$ cat src/rtl/div_seq_param_if.sv
// Handshake/operand bundle for the sequential divider.
// The requester drives start/sgn/x/y; the divider returns q/r/ready/dz/ovf.
interface div_seq_param_if #(
  parameter int W = 8
);
  logic         start;
  logic         sgn;
  logic [W-1:0] x;
  logic [W-1:0] y;
  logic [W-1:0] q;
  logic [W-1:0] r;
  logic         ready;
  logic         dz;
  logic         ovf;

  modport master (
    output start, sgn, x, y,
    input  q, r, ready, dz, ovf
  );

  modport slave (
    input  start, sgn, x, y,
    output q, r, ready, dz, ovf
  );
endinterface

$ cat src/rtl/div_seq_param.sv
// Parametrised multi-cycle restoring divider, one operation in flight.
// Signed operations divide magnitudes and fix signs afterwards: the quotient
// truncates toward zero and the remainder follows the dividend's sign.
// Divide-by-zero and signed overflow bypass the iteration loop and complete
// in a fixed two cycles; every other operation takes W+1 cycles.
module div_seq_param #(
  parameter int W  = 8,
  parameter int CW = $clog2(W+1)
) (
  input  logic            clk,
  input  logic            reset,
  div_seq_param_if.slave  bus
);

  typedef enum logic [1:0] {IDLE, RUN, FIX, DONE} state_t;

  state_t          state;
  state_t          state_nx;

  logic [CW-1:0]   cnt;
  logic [W-1:0]    a;        // dividend bits shift out, quotient bits shift in
  logic [W-1:0]    dm;       // divisor magnitude
  logic [W:0]      p;        // partial remainder
  logic            neg_q;
  logic            neg_r;
  logic            dz_l;
  logic            ovf_l;
  logic            fix_hold;

  logic [W-1:0]    q_r;
  logic [W-1:0]    r_r;
  logic            dz_r;
  logic            ovf_r;

  logic            ready_w;
  logic            accept;
  logic            x_neg;
  logic            y_neg;
  logic [W-1:0]    x_mag;
  logic [W-1:0]    y_mag;
  logic            y_zero;
  logic            ovf_c;
  logic            fast;
  logic            last_iter;
  logic [W+1:0]    trial;
  logic            trial_neg;
  logic [W-1:0]    q_fix;
  logic [W-1:0]    r_fix;

  // Operand decode and single-iteration arithmetic
  always_comb begin
    ready_w   = (state == IDLE) || (state == DONE);
    accept    = ready_w && bus.start;
    x_neg     = bus.sgn && bus.x[W-1];
    y_neg     = bus.sgn && bus.y[W-1];
    // Negating the most negative value yields 2^(W-1), which is the correct
    // unsigned magnitude, so no special case is needed here.
    x_mag     = x_neg ? ('0 - bus.x) : bus.x;
    y_mag     = y_neg ? ('0 - bus.y) : bus.y;
    y_zero    = (bus.y == '0);
    ovf_c     = bus.sgn && (bus.x == {1'b1, {(W-1){1'b0}}}) && (bus.y == '1);
    fast      = y_zero || ovf_c;
    last_iter = (cnt == CW'(W-1));
    // p < dm <= 2^W keeps the shifted value below 2^(W+1), so a W+2 bit
    // difference always has a trustworthy sign bit.
    trial     = {p, a[W-1]} - {2'b00, dm};
    trial_neg = trial[W+1];
    q_fix     = neg_q ? ('0 - a) : a;
    r_fix     = neg_r ? ('0 - p[W-1:0]) : p[W-1:0];
  end

  // State register
  always_ff @(posedge clk or negedge reset) begin
    if (!reset) state <= IDLE;
    else        state <= state_nx;
  end

  // Next-state logic
  always_comb begin
    state_nx = state;
    case (state)
      IDLE, DONE: begin
        if (accept) state_nx = fast ? FIX : RUN;
      end
      RUN: begin
        if (last_iter) state_nx = FIX;
      end
      FIX: begin
        if (!fix_hold) state_nx = DONE;
      end
      default: state_nx = IDLE;
    endcase
  end

  // Operand latch, shift/subtract iterations and result load
  always_ff @(posedge clk or negedge reset) begin
    if (!reset) begin
      cnt      <= '0;
      a        <= '0;
      dm       <= '0;
      p        <= '0;
      neg_q    <= 1'b0;
      neg_r    <= 1'b0;
      dz_l     <= 1'b0;
      ovf_l    <= 1'b0;
      fix_hold <= 1'b0;
      q_r      <= '0;
      r_r      <= '0;
      dz_r     <= 1'b0;
      ovf_r    <= 1'b0;
    end else begin
      case (state)
        IDLE, DONE: begin
          if (accept) begin
            cnt      <= '0;
            dm       <= y_mag;
            dz_l     <= y_zero;
            ovf_l    <= ovf_c && !y_zero;
            dz_r     <= 1'b0;
            ovf_r    <= 1'b0;
            // Flagged operations get their final q/r staged straight into
            // the working registers, with sign fix-up disabled, and spend one
            // extra cycle in FIX so their latency is always two cycles.
            fix_hold <= fast;
            if (y_zero) begin
              a     <= '1;
              p     <= {1'b0, bus.x};
              neg_q <= 1'b0;
              neg_r <= 1'b0;
            end else if (ovf_c) begin
              a     <= bus.x;
              p     <= '0;
              neg_q <= 1'b0;
              neg_r <= 1'b0;
            end else begin
              a     <= x_mag;
              p     <= '0;
              neg_q <= x_neg ^ y_neg;
              neg_r <= x_neg;
            end
          end
        end
        RUN: begin
          cnt <= cnt + 1'b1;
          if (trial_neg) begin
            p <= {p[W-1:0], a[W-1]};
            a <= {a[W-2:0], 1'b0};
          end else begin
            p <= trial[W:0];
            a <= {a[W-2:0], 1'b1};
          end
        end
        FIX: begin
          if (fix_hold) begin
            fix_hold <= 1'b0;
          end else begin
            q_r   <= q_fix;
            r_r   <= r_fix;
            dz_r  <= dz_l;
            ovf_r <= ovf_l;
          end
        end
        default: begin
          cnt <= '0;
        end
      endcase
    end
  end

  assign bus.q     = q_r;
  assign bus.r     = r_r;
  assign bus.dz    = dz_r;
  assign bus.ovf   = ovf_r;
  assign bus.ready = ready_w;

endmodule
$ cat src/flat_wrapper.sv
// flat-port wrapper written by rule: the top's interface ports become plain ports
module div_seq_param_flat 
#(
  parameter int W  = 8,
  parameter int CW = $clog2(W+1)
)
  (clk, reset, bus_start, bus_sgn, bus_x, bus_y, bus_q, bus_r, bus_ready, bus_dz, bus_ovf);
  div_seq_param_if #(.W(W)) bus_i ();
  input  logic clk;
  input  logic reset;
  input wire logic [$bits(bus_i.start)-1:0] bus_start;
  input wire logic [$bits(bus_i.sgn)-1:0] bus_sgn;
  input wire logic [$bits(bus_i.x)-1:0] bus_x;
  input wire logic [$bits(bus_i.y)-1:0] bus_y;
  output wire logic [$bits(bus_i.q)-1:0] bus_q;
  output wire logic [$bits(bus_i.r)-1:0] bus_r;
  output wire logic [$bits(bus_i.ready)-1:0] bus_ready;
  output wire logic [$bits(bus_i.dz)-1:0] bus_dz;
  output wire logic [$bits(bus_i.ovf)-1:0] bus_ovf;
  assign bus_i.start = bus_start;
  assign bus_i.sgn = bus_sgn;
  assign bus_i.x = bus_x;
  assign bus_i.y = bus_y;
  assign bus_q = bus_i.q;
  assign bus_r = bus_i.r;
  assign bus_ready = bus_i.ready;
  assign bus_dz = bus_i.dz;
  assign bus_ovf = bus_i.ovf;
  div_seq_param #(.W(W), .CW(CW)) u_core (.clk(clk), .reset(reset), .bus(bus_i));
endmodule
$ cat config.mk
export PLATFORM = sky130hd
export DESIGN_NAME = div_seq_param_flat
export DESIGN_NICKNAME = d
export VERILOG_FILES = /design/src/rtl/div_seq_param_if.sv /design/src/rtl/div_seq_param.sv /design/src/flat_wrapper.sv
export SDC_FILE = /design/constraint.sdc
export NUM_CORES = 1
export LEC_CHECK = 0
export CORE_AREA = 2 2 100 102
export DETAILED_ROUTE_END_ITERATION = 6
export DIE_AREA = 0 0 102 104
export GPL_TIMING_DRIVEN = 0
export PLACE_DENSITY = 0.7
export SYNTH_ARGS = -nofsm -noshare
export SYNTH_HDL_FRONTEND = slang
export SYNTH_SLANG_ARGS = --single-unit
$ cat constraint.sdc
create_clock -name clk -period 2.14 [get_ports clk]
set_input_delay 0.535 -clock clk [delete_from_list [all_inputs] [get_ports clk]]
set_output_delay 0.535 -clock clk [all_outputs]
set_load 0.01 [all_outputs]
# Word-level counts from Yosys, hierarchy flattened
# Cells that the tools add are included.
[totals] ff_bits=54 input_bits=20 wordCells=82
[classes] add_sub_neg=6 eq_ne=9 mux=31 bitwise_logic=2 reduce_logical=20
[op_table] cell="8-bit 2-to-1 mux" n=8
[op_table] cell="1-bit by 8-bit subtractor with 8-bit output (first input constant)" n=4
[op_table] cell="9-bit 2-to-1 mux" n=2
[op_table] cell="9-bit one-hot mux with 2 select lines" n=1
[op_table] cell="8-bit equality test (second input constant)" n=2
[op_table] cell="8-bit one-hot mux with 2 select lines" n=1
[op_table] cell="10-bit by 8-bit subtractor with 10-bit output" n=1
[op_table] cell="1-bit 2-to-1 mux" n=9
[op_table] cell="8-bit logical NOT" n=1
[op_table] cell="2-bit 2-to-1 mux" n=4
[op_table] cell="4-bit one-hot mux with 2 select lines" n=1
[op_table] cell="2-bit AND reduction" n=4
[op_table] cell="1-bit logical AND" n=6
[op_table] cell="1-bit one-hot mux with 2 select lines" n=3
[op_table] cell="2-bit one-hot mux with 3 select lines" n=1
[op_table] cell="3-bit AND reduction" n=2
[op_table] cell="4-bit by 1-bit adder with 4-bit output (second input constant)" n=1
[op_table] cell="2-bit equality test (second input constant)" n=2
[op_table] cell="4-bit by 3-bit equality test with 1-bit output (second input constant)" n=1
[op_table] cell="4-bit 2-to-1 mux" n=1
[op_table] cell="2-bit by 1-bit != test with 1-bit output (second input constant)" n=2
[op_table] cell="2-bit nonzero test" n=2
[op_table] cell="2-bit by 1-bit equality test with 1-bit output (second input constant)" n=1
[op_table] cell="2-bit logical NOT" n=1
[op_table] cell="other kinds (6)" n=7

# Longest topological paths before layout
[depth] depth_word=7 depth_mapped=9 mapped_depth_nobuf=9

# Worst setup path before layout
# OpenSTA, ideal clock, no wires.
[synth_path] path_type="register to register" from="register u_core.dm[1]" to="register u_core.p[1]" setup_ns=0.080 arrival_ns=2.156 t_required_ns=2.060 slack_ns=-0.096 stages_incl_launch_ff=10 period_less_slack_ns=2.236 cell_sequence="dfrtp_1 inv_1 ha_1 nor2b_1 o2111a_2 or2_1 buf_2 o221ai_4 mux2_4 o22ai_2"
[synth_between] elab_chain_len=3
[synth_rtl] item="start: declaration" line_no="div_seq_param.sv:22" rtl="logic [W-1:0] dm;"
[synth_rtl] item="start signal: assignment" line_no="div_seq_param.sv:116" rtl="dm <= y_mag;"
[synth_rtl] item="10-bit by 8-bit subtractor with 10-bit output" line_no="div_seq_param.sv:66" rtl="trial = {p, a[W-1]} - {2'b00, dm};"
[synth_rtl] item="9-bit 2-to-1 mux" line_no="div_seq_param.sv:145" rtl="if (trial_neg) begin"
[synth_rtl] item="9-bit one-hot mux with 2 select lines" line_no="div_seq_param.sv:112" rtl="case (state)"
[synth_rtl] item="end signal: assignment" line_no="div_seq_param.sv:127" rtl="p <= {1'b0, bus.x};"
[synth_rtl] item="end signal: assignment" line_no="div_seq_param.sv:146" rtl="p <= {p[W-1:0], a[W-1]};"
[synth_rtl] item="end signal: assignment" line_no="div_seq_param.sv:149" rtl="p <= trial[W:0];"
[synth_rtl] item="end: declaration" line_no="div_seq_param.sv:23" rtl="logic [W:0] p;"
# No other way between the ends.
# A chain may end at the register's enable or synchronous reset.

# Final worst setup path
[layout_path] from="register u_core.dm[1]" to="register u_core.p[6]"
# Same word-level chain as after synthesis.

==> metrics <==
outcome finished, violations left; failing checks negative setup slack; fmax approximately 440 MHz; syn nets between 400 and 500; wire length per cell 15.8 um; Die Wd just over 100 um; post-route insts no fill around 600; IO buf count 36; placed cells between 500 and 600; GRT Overall Usage between 10% and 20%; skew final between 10 and 15 ps; Total Die Area approximately 11000 um2; die extent in y between 100 and 150 um; Avg Synthesized Cell Area ~8.6 um2; max_cap viols 0; number of synthesized flops with an enable pin 0; final worst setup slack -113 ps; area of the mapped netlist approximately 3600 um2; diodes inserted 0; core area about 9500 um2; HPWL after DPL just over 7000 um; Slew headroom approximately 66%; Routed Antenna Nets 0; Mapped Cells 420; unrepaired setup endpoints after global routing yes; row cnt 36; Distinct cells, synth between 50 and 60; initial core utilization between 30% and 40%; worst vdd ir 556 uV; fin crit share 105%; Final Max Slew Viols 0; Vias/cell 5.47; WP data required 2340 ps; Period minus WS final approximately 2300 ps; type of the worst min-delay path in2async; H-tree Lvls 2; Worst setup SP type flip-flop; CP Max Fanout 6; clk sinks 54; Crit-path slowest cell dfrtp_2; residual DRC count 0; gpl congestion 0.951; CP peak stage delay roughly 450 ps; Root Buffer clkbuf_8; largest net degree at the start of global routing 42; TritonCTS clock tree done; crit path capture type flip-flop; routed wire length a little under 10000 um; Worst Path Arrival roughly 2500 ps; Layout fillers 979; fraction of registers with async set/reset 100%; Initial DRC Count 223; number of antenna violations at the first check in global routing 0; hold slack final a little over 100 ps; Synth warnings 0; Seq/Total Area, Yosys a little under two fifths; number of global-route vias before repair around 3.2k; Setup CP Type reg2reg; prevailing post-synth register cell dfrtp_1; total gr overflow 0; Yosys reg bits 54; Longest Clk Path Bufs 2; Leak roughly 1.9 nW; Least-Margin Pin Slew 513 ps; Reg clk slew, reported paths about 110 ps; Top Ports 39; cts bufs inserted 5; Vias between 3k and 4k; layout cells sized above 1 15.9%; Final Hold Fails 0; crit path cell chain inv_2, ha_4, nor2b_4, o2111a_2, or2_4, o221ai_4, buf_6, mux2i_1, o21ai_1; Post-layout nets about 520; final setup fails 9; Clock Latency Late Sink 320 ps; synthesis-to-layout area growth 26.2%; 1st-pass router iterations 5; first-pass GRT wire length about 16000 um; Cell Pwr Density 1730 nW/um2
where the power goes:
part	total (mW)	internal [mW]	switching (mW)
sequential	1.83	1.46	0.366
combinational	5.38	2.47	2.90
clock	0.632	0.246	0.386
total	7.84	4.19	3.65
cell type report:
type / instances / area [um2] / area share (%)
Sequential cell: 54 / 1360 / 29.9
Tap cell: 133 / 166 / 3.67
Clock inverter: 3 / 28.8 / 0.634
Inverter: 29 / 113 / 2.48
Buffer: 16 / 71.3 / 1.57
Multi-Input combinational cell: 318 / 2210 / 48.7
Clock buffer: 5 / 68.8 / 1.52
Timing Repair Buffer: 54 / 522 / 11.5
kinds of logic (layout without fill, tap and decap cells):
logic type                 Yosys count  in the layout  share of synthesized area (%)
DFF                                 54             54                           37.6
buffers and inverters               48            107                           5.32
AOI/OAI and AO/OA                  119            119                           21.8
and+or+nand+nor                    141            141                           18.5
adders and majority gates           17             17                           6.12
muxes                               15             15                           4.31
xor gates and xnor gates            26             26                           6.33
cell usage after synthesis, types with 2 or more instances:
cell type  instances  area, um2
a211oi_1           2       15.0
a21oi_1           21        105
a221oi_1           9       78.8
a22o_1             2       17.5
a22oi_1            5       37.5
a31oi_1            5       31.3
and4_1             3       26.3
buf_1              3       11.3
buf_2              3       15.0
clkbuf_1          12       45.0
dfrtp_1           54       1350
ha_1              16        200
inv_1             28        105
mux2i_1           14        140
nand2_1           59        221
nand3_1            5       25.0
nand4_1            2       12.5
nor2_1            32        120
nor2b_1            6       37.5
nor3_1            14       70.1
nor4_1             3       18.8
o21a_1             2       15.0
o21ai_0           33        165
o21ai_1            9       45.0
o221ai_1           3       26.3
o22ai_1            7       43.8
o31ai_1            7       52.6
or3_1              6       37.5
xnor2_1           13        114
xor2_1            13        114
worst max-delay path: cells and delay by family (launching register included):
kind                     cells  cell delay (ps)
AO/OA/AOI/OAI                3              700
adder cells (fa/ha/maj)      1              190
buffers and inverters        2              240
flip-flops                   1              450
multiplexers                 1              180
AND/OR/NAND/NOR              2              370
through the flow:
stage               cell area (um2)  total power, mW  setup WS (ps)  TNS (ps)  utilization (%)
finish                         4540             7.84           -113      -657             47.5
global route                   4540             8.46           -166     -1420             47.5
CTS                            4450             7.49           -201     -1450             46.6
detailed placement             4140             6.33           -598     -8600             43.4
global placement               4130             6.16          -1110    -67350             43.2
floorplan                      3600             5.03          -86.9     -86.9                -
what timing repair did:
action,in CTS,in global routing
pin swaps,14,10
buffers inserted,10,7
setup endpoints to repair,18,29
hold buffers,0,0
cloned,0,0
resized for setup,38,19
path summary, 6_finish.rpt:
path	slack (ps)	to	cells past startpoint	from
worst max-delay path	-110	u_core.p[6]	9	u_core.dm[1]
max in group asynchronous	1490	u_core.p[5]	2	reset
min in group clk	490	u_core.dm[7]	2	u_core.dm[7]
worst min register to register	490	u_core.dm[7]	2	u_core.dm[7]
worst min-delay path	100	u_core.bus.r[1]	1	reset
worst max register to register	-110	u_core.p[6]	9	u_core.dm[1]
cells in the final DEF (no fill, tap or decap), types with 3 or more instances in the layout:
cell type,count
nand2_1,58
dfrtp_1,49
o21ai_0,32
clkdlybuf4s50_1,32
nor2_1,28
inv_1,26
a21oi_1,19
mux2i_1,14
xnor2_1,13
xor2_1,13
nor3_1,11
buf_4,11
clkbuf_1,10
ha_1,9
o21ai_1,8
a221oi_1,8
buf_6,7
o31ai_1,7
o22ai_1,7
or3_1,6
nand3_1,5
a22oi_1,5
clkbuf_8,5
dfrtp_2,5
nor2b_1,4
a31oi_1,4
ha_2,4
nor2_4,3
nor4_1,3
ha_4,3
dlygate4sd2_1,3
flip-flops by register name, summed over array words and instances, names as in the netlist:
name / count
u_core.bus.r: 8
u_core.state: 2
u_core.cnt: 4
u_core.neg_q: 1
u_core.neg_r: 1
u_core.p: 9
u_core.ovf_l: 1
u_core.bus.dz: 1
u_core.bus.ovf: 1
u_core.fix_hold: 1
u_core.bus.q: 8
u_core.dm: 8
u_core.a: 8
u_core.dz_l: 1
metal layers:
metal	part of all wire [%]	wire length (um)	up-vias	track usage, %
met1	48	4660	1604	27.4
met2	46	4450	117	29.8
met4	0.67	65	0	2.76
li1	-	-	1618	-
met5	0	0	-	0
met3	5.0	482	11	2.55
No activity file was read; power rests on OpenSTA's default activity.
